===== config.mk =====
export PLATFORM = sky130hd
export DESIGN_NAME = uart_rec
export DESIGN_NICKNAME = d
export VERILOG_FILES = /design/src/rtl/uart_rec.sv
export SDC_FILE = /design/constraint.sdc
export NUM_CORES = 1
export LEC_CHECK = 0
export BUFFER_PORTS_ARGS = -buffer_cell sky130_fd_sc_hd__buf_2
export CAP_MARGIN = 20
export CORE_MARGIN = 2
export CORE_UTILIZATION = 50
export DETAILED_ROUTE_END_ITERATION = 12
export PLACE_DENSITY = 0.69
export SLEW_MARGIN = 10
export SYNTH_ARGS = -nofsm -noshare
export SYNTH_HDL_FRONTEND = slang
export SYNTH_SLANG_ARGS = --single-unit

===== constraint.sdc =====
create_clock -name clk -period 6.32 [get_ports clk]
set_clock_uncertainty 0.05 [all_clocks]
set_input_delay 0 -clock clk [delete_from_list [all_inputs] [get_ports clk]]
set_output_delay 0 -clock clk [all_outputs]
set_load 0.03 [all_outputs]

===== src/rtl/uart_rec.sv =====
// uart_rec: receives one fixed-length serial word per sendSig rising edge.
// Bits arrive LSB first; each is sampled at the middle of its bit period.
// The finished word is presented on dataOut together with a one-cycle dataValid.
module uart_rec #(
  parameter int packetSize      = 16,
  parameter int cycleDiv        = 100,
  parameter int propDelayOffset = 0
) (
  input  logic                  clk,
  input  logic                  rstN,
  input  logic                  bsIn,
  input  logic                  sendSig,
  output logic [packetSize-1:0] dataOut,
  output logic                  dataValid,
  output logic                  busy,
  output logic                  overrun
);

  // Refuse to build with parameters the timing scheme cannot honour.
  if (cycleDiv < 2 || packetSize < 1 || propDelayOffset < 0) begin : gBadParams
    $error("uart_rec: requires cycleDiv >= 2, packetSize >= 1, propDelayOffset >= 0");
  end

  // The bit counter is shared between WAIT, which counts offset periods,
  // and RECV, which counts data bits, so it is sized for the larger of the two.
  localparam int CycW   = $clog2(cycleDiv);
  localparam int CntMax = (packetSize > propDelayOffset) ? packetSize : propDelayOffset;
  localparam int CntW   = $clog2(CntMax + 1);

  localparam logic [CycW-1:0] CycLast  = CycW'(cycleDiv - 1);
  localparam logic [CycW-1:0] CycHalf  = CycW'(cycleDiv / 2);
  localparam logic [CycW-1:0] CycOne   = CycW'(1);
  localparam logic [CntW-1:0] CntOne   = CntW'(1);
  localparam logic [CntW-1:0] BitLast  = CntW'(packetSize - 1);
  localparam logic [CntW-1:0] WaitLast = CntW'((propDelayOffset > 0) ? propDelayOffset - 1 : 0);

  typedef enum logic [1:0] {
    IDLE = 2'd0,
    WAIT = 2'd1,
    RECV = 2'd2,
    DONE = 2'd3
  } state_e;

  // A frame starts in WAIT only when there are offset periods to skip.
  localparam state_e FirstState = (propDelayOffset > 0) ? WAIT : RECV;

  state_e                  state_q, state_d;
  logic [CycW-1:0]         cycCnt_q, cycCnt_d;
  logic [CntW-1:0]         bitCnt_q, bitCnt_d;
  logic [packetSize-1:0]   shiftReg_q, shiftReg_d;
  logic [packetSize-1:0]   dataOut_q, dataOut_d;
  logic                    dataValid_q, dataValid_d;
  logic                    overrun_q, overrun_d;
  logic                    sendSigPrev_q;
  logic                    armed_q;
  logic                    sendEdge;
  logic                    cycWrap;

  // armed_q blocks the first cycle after reset so that a sendSig already high
  // at release is not mistaken for a rising edge.
  assign sendEdge = armed_q & sendSig & ~sendSigPrev_q;
  assign cycWrap  = (cycCnt_q == CycLast);

  // sendSig history used for rising-edge detection.
  always_ff @(posedge clk or negedge rstN) begin
    if (!rstN) begin
      sendSigPrev_q <= 1'b0;
      armed_q       <= 1'b0;
    end else begin
      sendSigPrev_q <= sendSig;
      armed_q       <= 1'b1;
    end
  end

  // Frame sequencing: next state, counters, shift register and output words.
  always_comb begin
    state_d     = state_q;
    cycCnt_d    = cycCnt_q;
    bitCnt_d    = bitCnt_q;
    shiftReg_d  = shiftReg_q;
    dataOut_d   = dataOut_q;
    dataValid_d = 1'b0;
    overrun_d   = overrun_q;

    case (state_q)
      IDLE: begin
        if (sendEdge) begin
          state_d  = FirstState;
          cycCnt_d = '0;
          bitCnt_d = '0;
        end
      end

      WAIT: begin
        cycCnt_d = cycWrap ? '0 : cycCnt_q + CycOne;
        if (sendEdge) begin
          overrun_d = 1'b1;
        end
        if (cycWrap) begin
          if (bitCnt_q == WaitLast) begin
            state_d  = RECV;
            bitCnt_d = '0;
          end else begin
            bitCnt_d = bitCnt_q + CntOne;
          end
        end
      end

      RECV: begin
        cycCnt_d = cycWrap ? '0 : cycCnt_q + CycOne;
        if (sendEdge) begin
          overrun_d = 1'b1;
        end
        if (cycCnt_q == CycHalf) begin
          shiftReg_d                 = shiftReg_q >> 1;
          shiftReg_d[packetSize-1]   = bsIn;
          if (bitCnt_q == BitLast) begin
            state_d = DONE;
          end else begin
            bitCnt_d = bitCnt_q + CntOne;
          end
        end
      end

      DONE: begin
        dataOut_d   = shiftReg_q;
        dataValid_d = 1'b1;
        state_d     = IDLE;
        if (sendEdge) begin
          state_d  = FirstState;
          cycCnt_d = '0;
          bitCnt_d = '0;
        end
      end

      default: begin
        state_d = IDLE;
      end
    endcase
  end

  // State and datapath registers; reset discards any partial frame.
  always_ff @(posedge clk or negedge rstN) begin
    if (!rstN) begin
      state_q     <= IDLE;
      cycCnt_q    <= '0;
      bitCnt_q    <= '0;
      shiftReg_q  <= '0;
      dataOut_q   <= '0;
      dataValid_q <= 1'b0;
      overrun_q   <= 1'b0;
    end else begin
      state_q     <= state_d;
      cycCnt_q    <= cycCnt_d;
      bitCnt_q    <= bitCnt_d;
      shiftReg_q  <= shiftReg_d;
      dataOut_q   <= dataOut_d;
      dataValid_q <= dataValid_d;
      overrun_q   <= overrun_d;
    end
  end

  assign dataOut   = dataOut_q;
  assign dataValid = dataValid_q;
  assign overrun   = overrun_q;
  assign busy      = (state_q == WAIT) || (state_q == RECV);

endmodule

### Word-level counts from Yosys, hierarchy flattened

Index checks and enable logic that the tools add are counted.

| word-level totals | value |
|---|---|
| output and inout bits | 19 |
| input port bits | 4 |
| word-level logic and storage cells | 53 |
| register bits | 50 |

| operators by class | value |
|---|---|
| reductions and logical operators | 9 |
| equal/unequal tests | 13 |
| multiplexer cells | 17 |
| $add $sub $neg | 2 |
| bitwise logic cells | 3 |

Operators with widths:

| operator | count |
|---|---|
| 5-bit two-way mux | 5 |
| 5-bit one-hot mux with 3 select lines | 1 |
| 7-bit two-way mux | 2 |
| 7-bit one-hot mux with 2 select lines | 1 |
| 2-bit two-way mux | 6 |
| 2-bit inequality test, second input constant | 6 |
| 2-bit one-hot mux with 4 select lines | 1 |
| 7-bit by 1-bit adder with 7-bit output, second input constant | 1 |
| 7-bit by 6-bit equality test with 1-bit output, second input constant | 1 |
| 7-bit equality test, second input constant | 1 |
| 5-bit by 1-bit adder with 5-bit output, second input constant | 1 |
| 5-bit by 4-bit equality test with 1-bit output, second input constant | 1 |
| 5-bit zero test | 1 |
| 5-bit AND reduction | 1 |
| 2-bit equality test, second input constant | 2 |
| 2-bit AND reduction | 2 |
| 4-bit AND reduction | 1 |
| 2-bit OR reduction | 2 |
| 1-bit bitwise AND | 2 |
| 2-bit by 1-bit equality test with 1-bit output, second input constant | 1 |
| 2-bit zero test | 1 |
| 2-bit by 1-bit inequality test with 1-bit output, second input constant | 1 |
| 1-bit logical OR | 1 |
| 1-bit two-way mux | 1 |
| 1-bit inverter | 1 |

### Longest topological paths before layout

| depth | value |
|---|---|
| depth after elaboration | 4 |
| depth in mapped cells | 7 |
| depth with buffers taken out | 7 |

### Worst setup path before layout

OpenSTA, ideal clock, no wires.

| path | value |
|---|---|
| path type | reg2reg |
| from | register state_q[0] |
| to | register bitCnt_q[0] |
| clock period less this slack | 2.293 ns |
| required time | 6.145 ns |
| data arrival time | 2.118 ns |
| stages on the path, launching flop included | 8 |
| library setup time | 0.125 ns |
| slack | 4.027 ns |
| cells stage by stage | dfrtp_1 inv_1 ha_1 clkbuf_1 nor2_1 or3_1 buf_6 mux2_4 |

| between the ends | value |
|---|---|
| cells in the longest elaborated chain, start to end | 4 |

RTL lines:

| item | RTL line | text |
|---|---|---|
| start, declared | 47 | `state_e state_q, state_d;` |
| start signal, assigned | 153 | `state_q <= state_d;` |
| 2-bit equality test / 2-bit zero test (equally long branches) | 85 | `case (state_q)` |
| 2-bit OR reduction (no source line) | n/a |  |
| 2-bit by 1-bit inequality test with 1-bit output (no source line) | n/a |  |
| 4-bit AND reduction (no source line) | n/a |  |
| end signal, assigned | 155 | `bitCnt_q <= bitCnt_d;` |
| end, declared | 49 | `logic [CntW-1:0] bitCnt_q, bitCnt_d;` |

Several ways; a longest one is shown, not always the timed one.
A chain may end at the register's enable or synchronous reset.

### Worst setup path in the final report

| path | value |
|---|---|
| from | register cycCnt_q[0] |
| to | register bitCnt_q[3] |

| between the ends | value |
|---|---|
| cells in the longest elaborated chain, start to end | 3 |

RTL lines:

| item | RTL line | text |
|---|---|---|
| start, declared | 48 | `logic [CycW-1:0] cycCnt_q, cycCnt_d;` |
| start signal, assigned | 154 | `cycCnt_q <= cycCnt_d;` |
| 7-bit by 6-bit equality test with 1-bit output / 7-bit equality test (equally long branches) | 114, 62 |  |
| 2-bit inequality test (no source line) | n/a |  |
| 4-bit AND reduction (no source line) (*) | n/a |  |

Mark *: on every way between the ends. The rest lies on a longest branch, timed or not.

==> metrics.yaml <==
status: "complete, no violations"
worst_pin_slew_ps: 842
ctsRootBufferMaster: "clkbuf_8"
dieArea_sq_um: 5050
cts_tree: "done"
cp_max_fo: 6
syn_nets: 189
start_util: 0.517
crit_chain: "ha_1 > nor4bb_1 > a21oi_1 > or3_1 > o31ai_1"
crit_type: "flip-flop to flip-flop"
min_period_ps: 2420
crit_buf_inv: 0
cap_violations: 0
num_io_pins: 23
placementRows: 24
die_w_um: 71.1
cp-start-kind: "flip-flop"
synth_area_per_cell_sq_um: 12.9
wirelength_um: 3790
power_density_nw_per_um2: 202
dpl_cell_area_sq_um: 2400
hp-class: "primary input to asynchronous set/reset pin"
grt_pass1_wl_um: 6560
synth-seq-cells: 50
port_buffers: 22
numCtsBuffers: 5
dp_hpwl_um: 2640
slew_headroom: 0.439
reg2reg_slack_ps: 3900
hold_buffers: 3
critPathMaxStageDelay_ps: 580
fin_cells: 255
place_inst: 244
p_leak_nw: 1.33
fmax_ghz: 0.414
synth_area_sq_um: 2250
diodes: 0
path_delay_family: "simple AND/OR/NAND/NOR gates"
yosysWarnings: 0
vias_per_cell: 5.40
cts_setup_buffers: 0
gp_congestion: 0.790
cts.sink_count: 50
worst_hold_slack_ps: 130
drc_errors: 0
ctsResizeCount: 0
grt_max_degree: 51
grt_pass1_vias: 1376
first_pass_iters: 5
layout-drive-gt1-share: 0.325
finalInstanceArea_sq_um: 2530
clkTransAtPathRegs_ps: 90
overflow: 0
areaGrowthSynthToFinish_pct: 12.5
post_drt_wl_per_cell_um: 14.9
drtAntennaViolNets: 0
yosys.cell_types.count: 37
die_y_um: 71.1
fillers: 358
tns_ps: 0
yosysSeqAreaShare: 0.556
antenna_found_initial: 0
vias: 1377
core_sq_um: 4350
vdd_ir_drop_max_mv: 0.121
hold_violations: 0
drv_slew: 0
track_usage: 0.165
cp.arrival_ps: 2560
cp-end-kind: "flip-flop"
clk_latency_ps: 300
multi_input_area_sq_um: 943
cp_slowest_cell: "nor4bb_1"
seq_area_sq_um: 1250
rsz0062_at_grt: "false"
synthCells: 175
clockBufferDepth: 2
nets: 217
htreeDepth: 2
fin_crit_sh: 0.382
setup_viol: 0
required_ps: 6460
initialDrtViolationCount: 71
## synthesized netlist by cell type
library cell,count,area share
dfrtp_1,50,0.56
mux2_2,32,0.16
ha_1,10,0.056
nand2_1,10,0.017
inv_1,8,0.013
a21oi_1,6,0.013
nor2_1,6,0.010
clkbuf_1,4,0.0067
mux2i_1,4,0.018
o21ai_0,4,0.0089
a21o_1,3,0.010
and3_1,3,0.0083
nand2b_1,3,0.0083
nand3_1,3,0.0067
a211oi_1,2,0.0067
mux2_4,2,0.013
nand3b_1,2,0.0067
nor2b_1,2,0.0056
o31ai_1,2,0.0067
o41ai_1,2,0.0078
a21boi_1,1,0.0033
a22o_1,1,0.0039
a31oi_1,1,0.0028
and3b_1,1,0.0039
buf_6,1,0.0050
conb_1,1,0.0017
mux2_1,1,0.0050
nand4_1,1,0.0028
nor3b_1,1,0.0033
nor4b_1,1,0.0039
nor4bb_1,1,0.0044
o211ai_1,1,0.0033
o22ai_1,1,0.0028
o31a_1,1,0.0039
or2_2,1,0.0028
or3_1,1,0.0028
or4b_4,1,0.0061
## per-layer routing
metal	global-route usage	vias to the layer above	part of all wire
li1	-	671	-
met1	0.221	674	0.48
met2	0.264	27	0.47
met3	0.0442	5	0.037
met4	0.0503	0	0.012
met5	0	-	0
## stage by stage
stage / utilization / total power (W) / worst slack (ps)
after global routing: 0.582 / 0.000533 / 3760
after CTS: 0.577 / 0.000517 / 3920
after floorplan: - / 0.000328 / 4030
after detailed placement: 0.551 / 0.000336 / 3950
after global placement: 0.551 / 0.000336 / 4020
final: 0.582 / 0.000511 / 3900
## registers in the layout, indices dropped and copies added (netlist names)
signal and count:
armed_q 1, bitCnt_q 5, cycCnt_q 7, dataOut 16
dataValid 1, overrun 1, sendSigPrev_q 1, shiftReg_q 16
state_q 2
## area by class of cell
type / count / area share
clock buffer: 5 / 0.0272
clock inverter: 2 / 0.00543
inverter: 8 / 0.0119
multi-input combinational: 112 / 0.373
sequential: 50 / 0.494
tap: 52 / 0.0257
timing repair buffer: 26 / 0.0632
## logic make-up after synthesis
| logic type | count (synthesis) | synth area share |
|---|---|---|
| and+or+nand+nor | 37 | 0.0923 |
| DFF | 50 | 0.556 |
| AOI/OAI and AO/OA | 25 | 0.0734 |
| adders and majority gates | 10 | 0.0556 |
| muxes | 39 | 0.196 |
| buffers and inverters | 13 | 0.0250 |
| other | 1 | 0.00167 |
## cell usage in the layout, fill, tap and decap left out, drive strengths merged, types with 2 or more instances in the layout
cell type and instances:
nand2b 3, inv 9, buf 23, a21o 3, clkbuf 5, dlygate4sd3 3, o31ai 2, and3 3
o41ai 2, a21oi 6, nand3 3, mux2 35, nand3b 2, mux2i 4, a211oi 2, ha 10
o21ai 4, dfrtp 50, nor2 6, nand2 10, nor2b 2
## worst register-to-register path, cell delays in order, from the launching register on
cell and delay (ps):
dfrtp_1 420, ha_1 230, nor4bb_1 580, a21oi_1 220, or3_1 470, o31ai_1 340
## path summary, 6_finish.rpt
kind,cells after the start,startpoint,end
max in group asynchronous,3,rstN,dataOut[10]
worst max register to register,5,cycCnt_q[0],bitCnt_q[3]
min in group clk,2,sendSig,sendSigPrev_q
worst min-delay path,2,rstN,cycCnt_q[4]
worst max-delay path,5,cycCnt_q[0],bitCnt_q[3]
worst min register to register,1,overrun,overrun
## power by group
part / total [W] / internal (W) / leakage (nW) / switching, W
registers: 0.000321 / 0.000321 / 0.672 / 0.000000460
clock network: 0.000179 / 0.0000766 / 0.0444 / 0.000103
logic: 0.0000109 / 0.00000372 / 0.612 / 0.00000717
No activity file was read; power rests on OpenSTA's default activity.
